<file path="config.mk">
export PLATFORM = sky130hd
export DESIGN_NAME = imem_port_arbiter
export DESIGN_NICKNAME = d
export VERILOG_FILES = /design/src/rtl/imem_port_arbiter.sv
export SDC_FILE = /design/constraint.sdc
export NUM_CORES = 1
export LEC_CHECK = 0
export ABC_AREA = 1
export CAP_MARGIN = 20
export CELL_PAD_IN_SITES_DETAIL_PLACEMENT = 1
export CELL_PAD_IN_SITES_GLOBAL_PLACEMENT = 1
export CORE_ASPECT_RATIO = 0.6
export CORE_MARGIN = 2
export CORE_UTILIZATION = 21
export DETAILED_ROUTE_END_ITERATION = 8
export PLACE_DENSITY_LB_ADDON = 0.25
export SYNTH_ARGS = -nofsm -noshare
export SYNTH_HDL_FRONTEND = slang
export SYNTH_SLANG_ARGS = --single-unit
export TNS_END_PERCENT = 5
</file>
<file path="constraint.sdc">
create_clock -name clk -period 1.5 [get_ports clk]
set_clock_uncertainty 0.05 [all_clocks]
set_input_delay 0.225 -clock clk [delete_from_list [all_inputs] [get_ports clk]]
set_output_delay 0.225 -clock clk [all_outputs]
set_load 0.02 [all_outputs]
</file>
<file path="src/rtl/imem_port_arbiter.sv">
// rtl/imem_port_arbiter.sv - fetch/loader arbiter for the single-ported instruction memory
//
// Purpose:
//   Shares one single-ported instruction memory between the fetch unit and the
//   program loader/debug port. Fetch has fixed priority. A starvation counter
//   forces one loader grant after STARVE_LIMIT blocked loader cycles. Responses
//   are registered and appear exactly one cycle after the grant. Misaligned or
//   out-of-range addresses are granted but never touch memory; they return err=1.
//
// Ports:
//   clk, rst                    clock, synchronous active-high reset
//   f_req/f_addr                fetch read request, byte address
//   f_gnt                       fetch accepted this cycle (combinational)
//   f_rvalid/f_rdata/f_err      fetch response, one cycle after f_gnt
//   l_req/l_we/l_addr/l_wdata   loader request, write flag, byte address, write data
//   l_gnt                       loader accepted this cycle (combinational)
//   l_rvalid/l_rdata/l_err      loader response/ack, one cycle after l_gnt
//   m_en/m_we/m_addr/m_wdata    memory enable, write strobe, word address, write data
//   m_rdata                     memory read data (combinational from m_addr)
module imem_port_arbiter #(
   parameter int AW           = 10,
   parameter int DW           = 32,
   parameter int STARVE_LIMIT = 4
) (
   input  logic          clk,
   input  logic          rst,
   input  logic          f_req,
   input  logic [31:0]   f_addr,
   output logic          f_gnt,
   output logic          f_rvalid,
   output logic [DW-1:0] f_rdata,
   output logic          f_err,
   input  logic          l_req,
   input  logic          l_we,
   input  logic [31:0]   l_addr,
   input  logic [DW-1:0] l_wdata,
   output logic          l_gnt,
   output logic          l_rvalid,
   output logic [DW-1:0] l_rdata,
   output logic          l_err,
   output logic          m_en,
   output logic          m_we,
   output logic [AW-1:0] m_addr,
   output logic [DW-1:0] m_wdata,
   input  logic [DW-1:0] m_rdata
);

   typedef enum logic {
      ST_FPRI = 1'b0,
      ST_LPRI = 1'b1
   } state_t;

   localparam int            CW    = $clog2(STARVE_LIMIT + 1);
   localparam logic [CW-1:0] LIMIT = CW'(STARVE_LIMIT);

   state_t        state_q, state_d;
   logic [CW-1:0] wait_cnt_q, wait_cnt_d;

   logic          f_rvalid_q, f_err_q;
   logic [DW-1:0] f_rdata_q;
   logic          l_rvalid_q, l_err_q;
   logic [DW-1:0] l_rdata_q;

   logic [31:0]   sel_addr;
   logic          sel_ok;
   logic          any_gnt;

   // Word aligned and no bits set above the memory's byte range.
   function automatic logic addr_ok(input logic [31:0] a);
      return (a[1:0] == 2'b00) && ((a >> (AW + 2)) == 32'd0);
   endfunction

   // State register
   always_ff @(posedge clk) begin
      if (rst) begin
         state_q    <= ST_FPRI;
         wait_cnt_q <= '0;
      end else begin
         state_q    <= state_d;
         wait_cnt_q <= wait_cnt_d;
      end
   end

   // Next-state logic
   always_comb begin
      state_d    = state_q;
      wait_cnt_d = wait_cnt_q;
      case (state_q)
         ST_FPRI: begin
            // Only a request that is present and refused counts as starvation.
            if (l_req && !l_gnt) begin
               wait_cnt_d = (wait_cnt_q == LIMIT) ? wait_cnt_q : wait_cnt_q + 1'b1;
            end else begin
               wait_cnt_d = '0;
            end
            if (wait_cnt_d == LIMIT) begin
               state_d = ST_LPRI;
            end
         end
         ST_LPRI: begin
            // One cycle of loader priority, used or not, then back to fetch.
            wait_cnt_d = '0;
            state_d    = ST_FPRI;
         end
         default: begin
            wait_cnt_d = '0;
            state_d    = ST_FPRI;
         end
      endcase
   end

   // Grant outputs
   always_comb begin
      f_gnt = 1'b0;
      l_gnt = 1'b0;
      if (!rst) begin
         case (state_q)
            ST_FPRI: begin
               if (f_req) begin
                  f_gnt = 1'b1;
               end else if (l_req) begin
                  l_gnt = 1'b1;
               end
            end
            ST_LPRI: begin
               if (l_req) begin
                  l_gnt = 1'b1;
               end else if (f_req) begin
                  f_gnt = 1'b1;
               end
            end
            default: begin
               f_gnt = 1'b0;
               l_gnt = 1'b0;
            end
         endcase
      end
   end

   // Memory port: bad addresses are granted but never reach memory.
   always_comb begin
      sel_addr = l_gnt ? l_addr : f_addr;
      sel_ok   = addr_ok(sel_addr);
      any_gnt  = f_gnt || l_gnt;
      m_en     = any_gnt && sel_ok;
      m_we     = m_en && l_gnt && l_we;
      m_addr   = m_en ? sel_addr[AW+1:2] : '0;
      m_wdata  = m_we ? l_wdata : '0;
   end

   // Response registers: capture at grant, present one cycle later.
   always_ff @(posedge clk) begin
      if (rst) begin
         f_rvalid_q <= 1'b0;
         f_err_q    <= 1'b0;
         f_rdata_q  <= '0;
         l_rvalid_q <= 1'b0;
         l_err_q    <= 1'b0;
         l_rdata_q  <= '0;
      end else begin
         f_rvalid_q <= f_gnt;
         f_err_q    <= f_gnt && !sel_ok;
         f_rdata_q  <= (f_gnt && sel_ok) ? m_rdata : '0;
         l_rvalid_q <= l_gnt;
         l_err_q    <= l_gnt && !sel_ok;
         l_rdata_q  <= (l_gnt && sel_ok && !l_we) ? m_rdata : '0;
      end
   end

   // A response owed from the cycle before reset is suppressed while rst is high.
   always_comb begin
      f_rvalid = f_rvalid_q && !rst;
      f_err    = f_err_q && !rst;
      f_rdata  = rst ? '0 : f_rdata_q;
      l_rvalid = l_rvalid_q && !rst;
      l_err    = l_err_q && !rst;
      l_rdata  = rst ? '0 : l_rdata_q;
   end

endmodule

</file>
# == Word-level counts from Yosys, hierarchy flattened ==
# Cells that the tools add are included.
# op_classes
n_addsub,1
eq_ne,2
mux,19
bitwise_logic,3
n_reduce_logical,23
# ops
operator,n
2-to-1 mux 32 bit,4
logical NOT 32 bit,1
logical AND 1 bit,14
2-to-1 mux 10 bit,1
2-to-1 mux 3 bit,3
2-to-1 mux 1 bit,7
"equality test 3 bit, second input constant",2
case mux 1 bit (2 select lines),3
case mux 3 bit (2 select lines),1
logical NOT 1 bit,4
OR reduction 2 bit,2
"adder 3 x 1 -> 3 bit, second input constant",1
inverter 1 bit,3
logical NOT 2 bit,1
logical OR 1 bit,1
# totals
ff_bits,72
inputBits,133
output_inout_bits,114
wordCells,56

# == Longest topological paths before layout ==
# logic_depth
ltp_word,11
ltp_mapped,9
depth_no_buf,8

# == Least setup slack after synthesis ==
# OpenSTA, ideal clock, no wires.
# synth_path
path_kind,input to output
from,in rst
to,out m_addr[0]
t_arrival_ns,1.468
required_time_ns,1.225
slack_ns,-0.243
cell_stages,5
n_path_buf,2
cell_sequence,buf_2 > a211oi_2 > a21oi_1 > buf_2 > nor2_1
# synth_between
elab_cells_between_ends,9
classes_between,mux: 4; reduce/logical: 5
# synth_lines
element,line,text
from (decl),26,"input logic rst,"
2-to-1 mux 1 bit,116,if (!rst) begin
named net f_gnt,29,"output logic f_gnt,"
logical OR 1 bit,144,any_gnt = f_gnt || l_gnt;
logical AND 1 bit,145,m_en = any_gnt && sel_ok;
2-to-1 mux 10 bit,147,m_addr = m_en ? sel_addr[AW+1:2] : '0;
to (decl),43,"output logic [AW-1:0] m_addr,"
# The timed path passes the listed nets, and every way through them passes these cells.

# == Worst setup path after layout ==
# layout_path
from,reg state_q
to,out m_wdata[24]
# layout_between
elab_chain_len,10
elab_cells_between_ends,14
classes_between,mux: 6; bitwise: 1; reduce/logical: 7
# layout_lines
element,line,text
from (decl),56,"state_t state_q, state_d;"
from (signal assigned),79,state_q <= state_d;
inverter 1 bit,--,
case mux 1 bit (2 select lines),117,case (state_q)
2-to-1 mux 1 bit,116,
2-to-1 mux 32 bit,142,sel_addr = l_gnt ? l_addr : f_addr;
logical NOT 32 bit / logical NOT 2 bit (equally long branches),70,return (a[1:0] == 2'b00) && ((a >> (AW + 2)) == 32'd0);
logical AND 1 bit,70,
logical AND 1 bit,145,
logical AND 1 bit (*) (2 in a row),146,m_we = m_en && l_gnt && l_we;
2-to-1 mux 32 bit (*),148,m_wdata = m_we ? l_wdata : '0;
to (decl),44,"output logic [DW-1:0] m_wdata,"
# Every way passes the cells marked *; elsewhere a longest branch is shown, timed or not.

==> summary.md <==
For this run the aggregate overflow at the end of global routing stands at 0. Max-cap violations in this run came to 0. The area growth from synthesis to final layout works out to 111%. The startpoint identified for the worst hold timing path is rst. The final reports fail on negative setup slack. The number of top-level design ports came out at 247. The cell sitting at the root of the clock tree is a sky130_fd_sc_hd__clkbuf_16. After detailed routing, the number of remaining DRC violations is 0. The worst ir drop on vdd was 0.503 mV. The worst hold path belongs to the class input pin to flop. The analysis attributes to cell leakage a power of 3.38 nW. The setup check on the worst reg-to-reg path leaves a slack of -0.02 ns.

The worst setup path is launched from a flop. The tools report the full die area as 16600 um2. For the internal portion of total power, the log shows 3.64 mW.

The mux share of post-synthesis cell area is 0, and the setup slack after layout is -0.522 ns. For the worst setup path, the data arrival time is 1.75 ns. The net count of the mapped netlist is 670. The delay of the slowest cell on the worst path came out at 0.34 ns. The logs give 15300 um2 for the total core area and -1.18 ns for the pre-CTS setup slack. The fraction of synthesized cell area in xor and xnor cells is 0.00537, and the maximum achievable frequency is 495 MHz.

The run gives 2 as the maximum buffer depth of the clock tree. The detailed router finished its first iteration with 65 violations. For hold timing, the worst endpoint is l_rvalid_q. The tools report the worst-case headroom to the max-slew limit as 0.799. For the number of max-slew violations in the final report, the log shows 0. The number of filler instances in the final layout was 1892. For the clock network fraction of total power, the log shows 0.468.

Entering global routing, the biggest net connects 71 pins. After clock tree synthesis, the clock-pin slew on the worst setup and hold paths is 0.06 ns. The maximum level of the CTS H-tree was 3; the register bit count reported by yosys was 72. The total routing resource utilization after global routing is 0.161, and the average via count per standard cell is 3.90. Traced cell by cell, the critical path runs through inv_2 > nand2_4 > nand2_4 > inv_4 > nand2_4 > nor2_4 > nand2_4 > buf_12 > buf_16 > nor2_4 > buf_6. The die is 165 um wide. The sequential share of the synthesized area is 0.442, and the combinational power share is 0.128. The post-synth design cell area is 3260 um2, and the worst endpoint required time is 1.22 ns.

The net switching power was 1.11 mW. After legalization and detailed placement, the total HPWL measured 10600 um. The power density over cell area is 691 nW/um2, and the routed length per placed instance is 13.2 um. In this run the remaining antenna-violating nets after routing total 0.

The logs give 79 for the number of failing setup endpoints in the final timing report and 22 for the unique cell type count in the Yosys netlist. The most used flip-flop cell after synthesis is sky130_fd_sc_hd__dfxtp_1. Counting the buffers created by CTS gives 9. The number of cells traversed by the worst register-to-register path is 11, and the number of synthesized flops with an enable pin is 0. For this design, the slowest cell found on the critical path is sky130_fd_sc_hd__dfxtp_2.

In this run the core area contains 35 standard-cell rows. The via count of the first global-routing pass is 4267, and the clock latency at the later pin of the worst-skew pair is 0.33 ns. The flow ran to the end, but the final reports show violations. The clock period minus worst slack was 2.02 ns. The switching part of the total power is 0.233, and the number of hold violations in the final report is 0. The adder-cell share of the synthesized area was 0.00767; the initial core utilization was 0.214.

The area fraction in compound gates after synthesis is 0.00958. The floorplan die height is 101 um, and the per-instance average area after synthesis is 6.10 um2. For the final hold slack, the log shows 0.270 ns. The final estimated routing congestion in global placement was 0.772; the post-synthesis share of cell area spent on and, or, nand and nor gates was 0.327. The worst hold path passes through 5 cells. The run gives 13500 um as the total length of routed wires.

The sink count of the clock tree was 72; the measured slew at the worst slew-check pin was 0.301 ns. The routed layout has 3983 vias. The completed layout was analyzed and its total power is 4.75 mW. The worst-path maximum fanout was 5; the count of warnings emitted by yosys was 0. The ratio of final minimum period to clock period was 1.35. After the last flow step, the layout net total stands at 945.

After the flow finishes, the layout carries non-filler instances totaling 1020. The destination of the worst register-to-register timing path was f_rdata_q[5]. By instance count, the cell type seen most on the critical path is sky130_fd_sc_hd__nand2_4. Initial antenna violation count: 2. Type of element capturing the critical path: a primary output. The logs give 535 for the gate count of the mapped netlist and 0.404 for the sequential fraction of design power.

The share of flip-flops with an asynchronous set or reset after synthesis came out at 0. TritonCTS built the clock tree. The first global-routing pass estimated 20600 um of wire.

The type of the worst setup path is flop to primary output. In this run the tool buffered the top-level ports with 246 buffer cells. For the storage element area, the log shows 1440 um2. The area used by multi-input combinational logic is 1530 um2, and the instance count after placement with tap cells included is 983. The first detailed-routing pass ran for 4 iterations. Setup repair after global routing could not meet its margin everywhere. By area, the combinational part of the netlist is dominated by simple AND/OR/NAND/NOR gates. The worst register-to-register path begins at state_q.

The share of final-layout standard cells stronger than drive strength 1 works out to 0.275.
-- per-layer routing --
layer	vias up	global-route usage	share of wire
met3	16	0.0666	0.086
met5	-	0	0
met2	124	0.300	0.52
met1	1841	0.169	0.38
li1	2002	-	-
met4	0	0.0408	0.012
-- cells in the mapped netlist (2+ instances only) --
| cell | n | area (um2) |
|---|---|---|
| sky130_fd_sc_hd__buf_2 | 12 | 60.1 |
| sky130_fd_sc_hd__nand2_2 | 3 | 18.8 |
| sky130_fd_sc_hd__ha_1 | 2 | 25.0 |
| sky130_fd_sc_hd__clkbuf_1 | 2 | 7.51 |
| sky130_fd_sc_hd__nor2_1 | 214 | 803 |
| sky130_fd_sc_hd__nand2_1 | 53 | 199 |
| sky130_fd_sc_hd__inv_2 | 2 | 7.51 |
| sky130_fd_sc_hd__inv_1 | 156 | 586 |
| sky130_fd_sc_hd__dfxtp_1 | 72 | 1440 |
| sky130_fd_sc_hd__buf_1 | 6 | 22.5 |
| sky130_fd_sc_hd__nand3_1 | 2 | 10.0 |
-- worst max-delay path, delay by kind of cell (launching register included) --
| family | cells | cell delay (ns) |
|---|---|---|
| AND/OR/NAND/NOR | 6 | 0.54 |
| buffers and inverters | 5 | 0.52 |
| flip-flops | 1 | 0.34 |
-- registers in the layout (all words and copies together), names as in the netlist --
signal / cells
l_rdata_q: 32
f_rvalid_q: 1
wait_cnt_q: 3
l_err_q: 1
f_err_q: 1
f_rdata_q: 32
state_q: 1
l_rvalid_q: 1
-- cell families (layout without fill, tap and decap cells) --
kind of cell | count (synthesis) | after routing
buffers and inverters | 178 | 458
AO/OA/AOI/OAI | 4 | 4
AND/OR/NAND/NOR | 277 | 277
other | 0 | 2
adder cells (fa/ha/maj) | 2 | 2
XOR/XNOR | 2 | 2
flip-flops | 72 | 72
-- cells in the final DEF, fill, tap and decap left out, types with 2 or more instances in the layout --
cell                              netlist  layout
sky130_fd_sc_hd__clkdlybuf4s15_2        0       2
sky130_fd_sc_hd__dlygate4sd2_1          0      17
sky130_fd_sc_hd__buf_16                 0       3
sky130_fd_sc_hd__dfxtp_1               72      71
sky130_fd_sc_hd__buf_12                 0       8
sky130_fd_sc_hd__clkdlybuf4s50_1        0     104
sky130_fd_sc_hd__ha_1                   2       2
sky130_fd_sc_hd__clkbuf_2               0      47
sky130_fd_sc_hd__inv_1                156     153
sky130_fd_sc_hd__nand2_1               53      47
sky130_fd_sc_hd__diode_2                0       2
sky130_fd_sc_hd__nor2_4                 1      42
sky130_fd_sc_hd__nand3_1                2       2
sky130_fd_sc_hd__buf_4                  0      28
sky130_fd_sc_hd__nand2_4                0       4
sky130_fd_sc_hd__inv_6                  0       2
sky130_fd_sc_hd__inv_2                  2       4
sky130_fd_sc_hd__clkdlybuf4s15_1        0      16
sky130_fd_sc_hd__buf_2                 12       2
sky130_fd_sc_hd__dlymetal6s2s_1         0      12
sky130_fd_sc_hd__buf_6                  0      44
sky130_fd_sc_hd__nor2_1               214     161
sky130_fd_sc_hd__clkbuf_16              0       9
sky130_fd_sc_hd__nor2_2                 1      13
sky130_fd_sc_hd__nand2_2                3       5
-- final cells by class --
cell class | count | area share
clock buffer | 10 | 0.0348
multi-input combinational | 285 | 0.223
tap | 203 | 0.0369
sequential | 72 | 0.210
clock inverter | 6 | 0.0109
antenna | 2 | 0.000728
inverter | 158 | 0.0866
timing repair buffer | 284 | 0.397
-- worst max-delay path by stage --
stage	from	depth (start not counted)	endpoint
floorplan	state_q	9	m_wdata[10]
global placement	l_addr[0]	11	m_addr[5]
detailed placement	l_addr[0]	10	m_wdata[7]
CTS	state_q	12	m_addr[8]
global route	state_q	11	m_wdata[24]
finish	state_q	11	m_wdata[24]
-- power groups by stage --
stage	registers, mW	clock network [mW]	logic [mW]
2_1_floorplan	1.96	0	0.184
4_1_cts	1.92	2.29	0.607
5_1_grt	1.92	2.37	0.659
3_5_place_dp	1.96	0	0.609
3_3_place_gp	1.96	0	0.592
6_report	1.92	2.22	0.607
-- stage by stage --
stage	instance area (um2)	TNS, ns	util
floorplan	3610	-0.607	-
global route	6870	-40.95	0.450
CTS	6950	-35.77	0.455
finish	6880	-31.44	0.450
global placement	6420	-95.26	0.420
detailed placement	6420	-97.48	0.420
-- timing repair --
action | CTS | global route
gates cloned | 3 | 0
setup buffers | 12 | 7
hold buffers | 0 | 0
pin swaps | 22 | 23
gates resized for setup | 393 | 133
endpoints found under the setup margin | 178 | 175
Note: power is estimated with default switching activity, not from simulation.
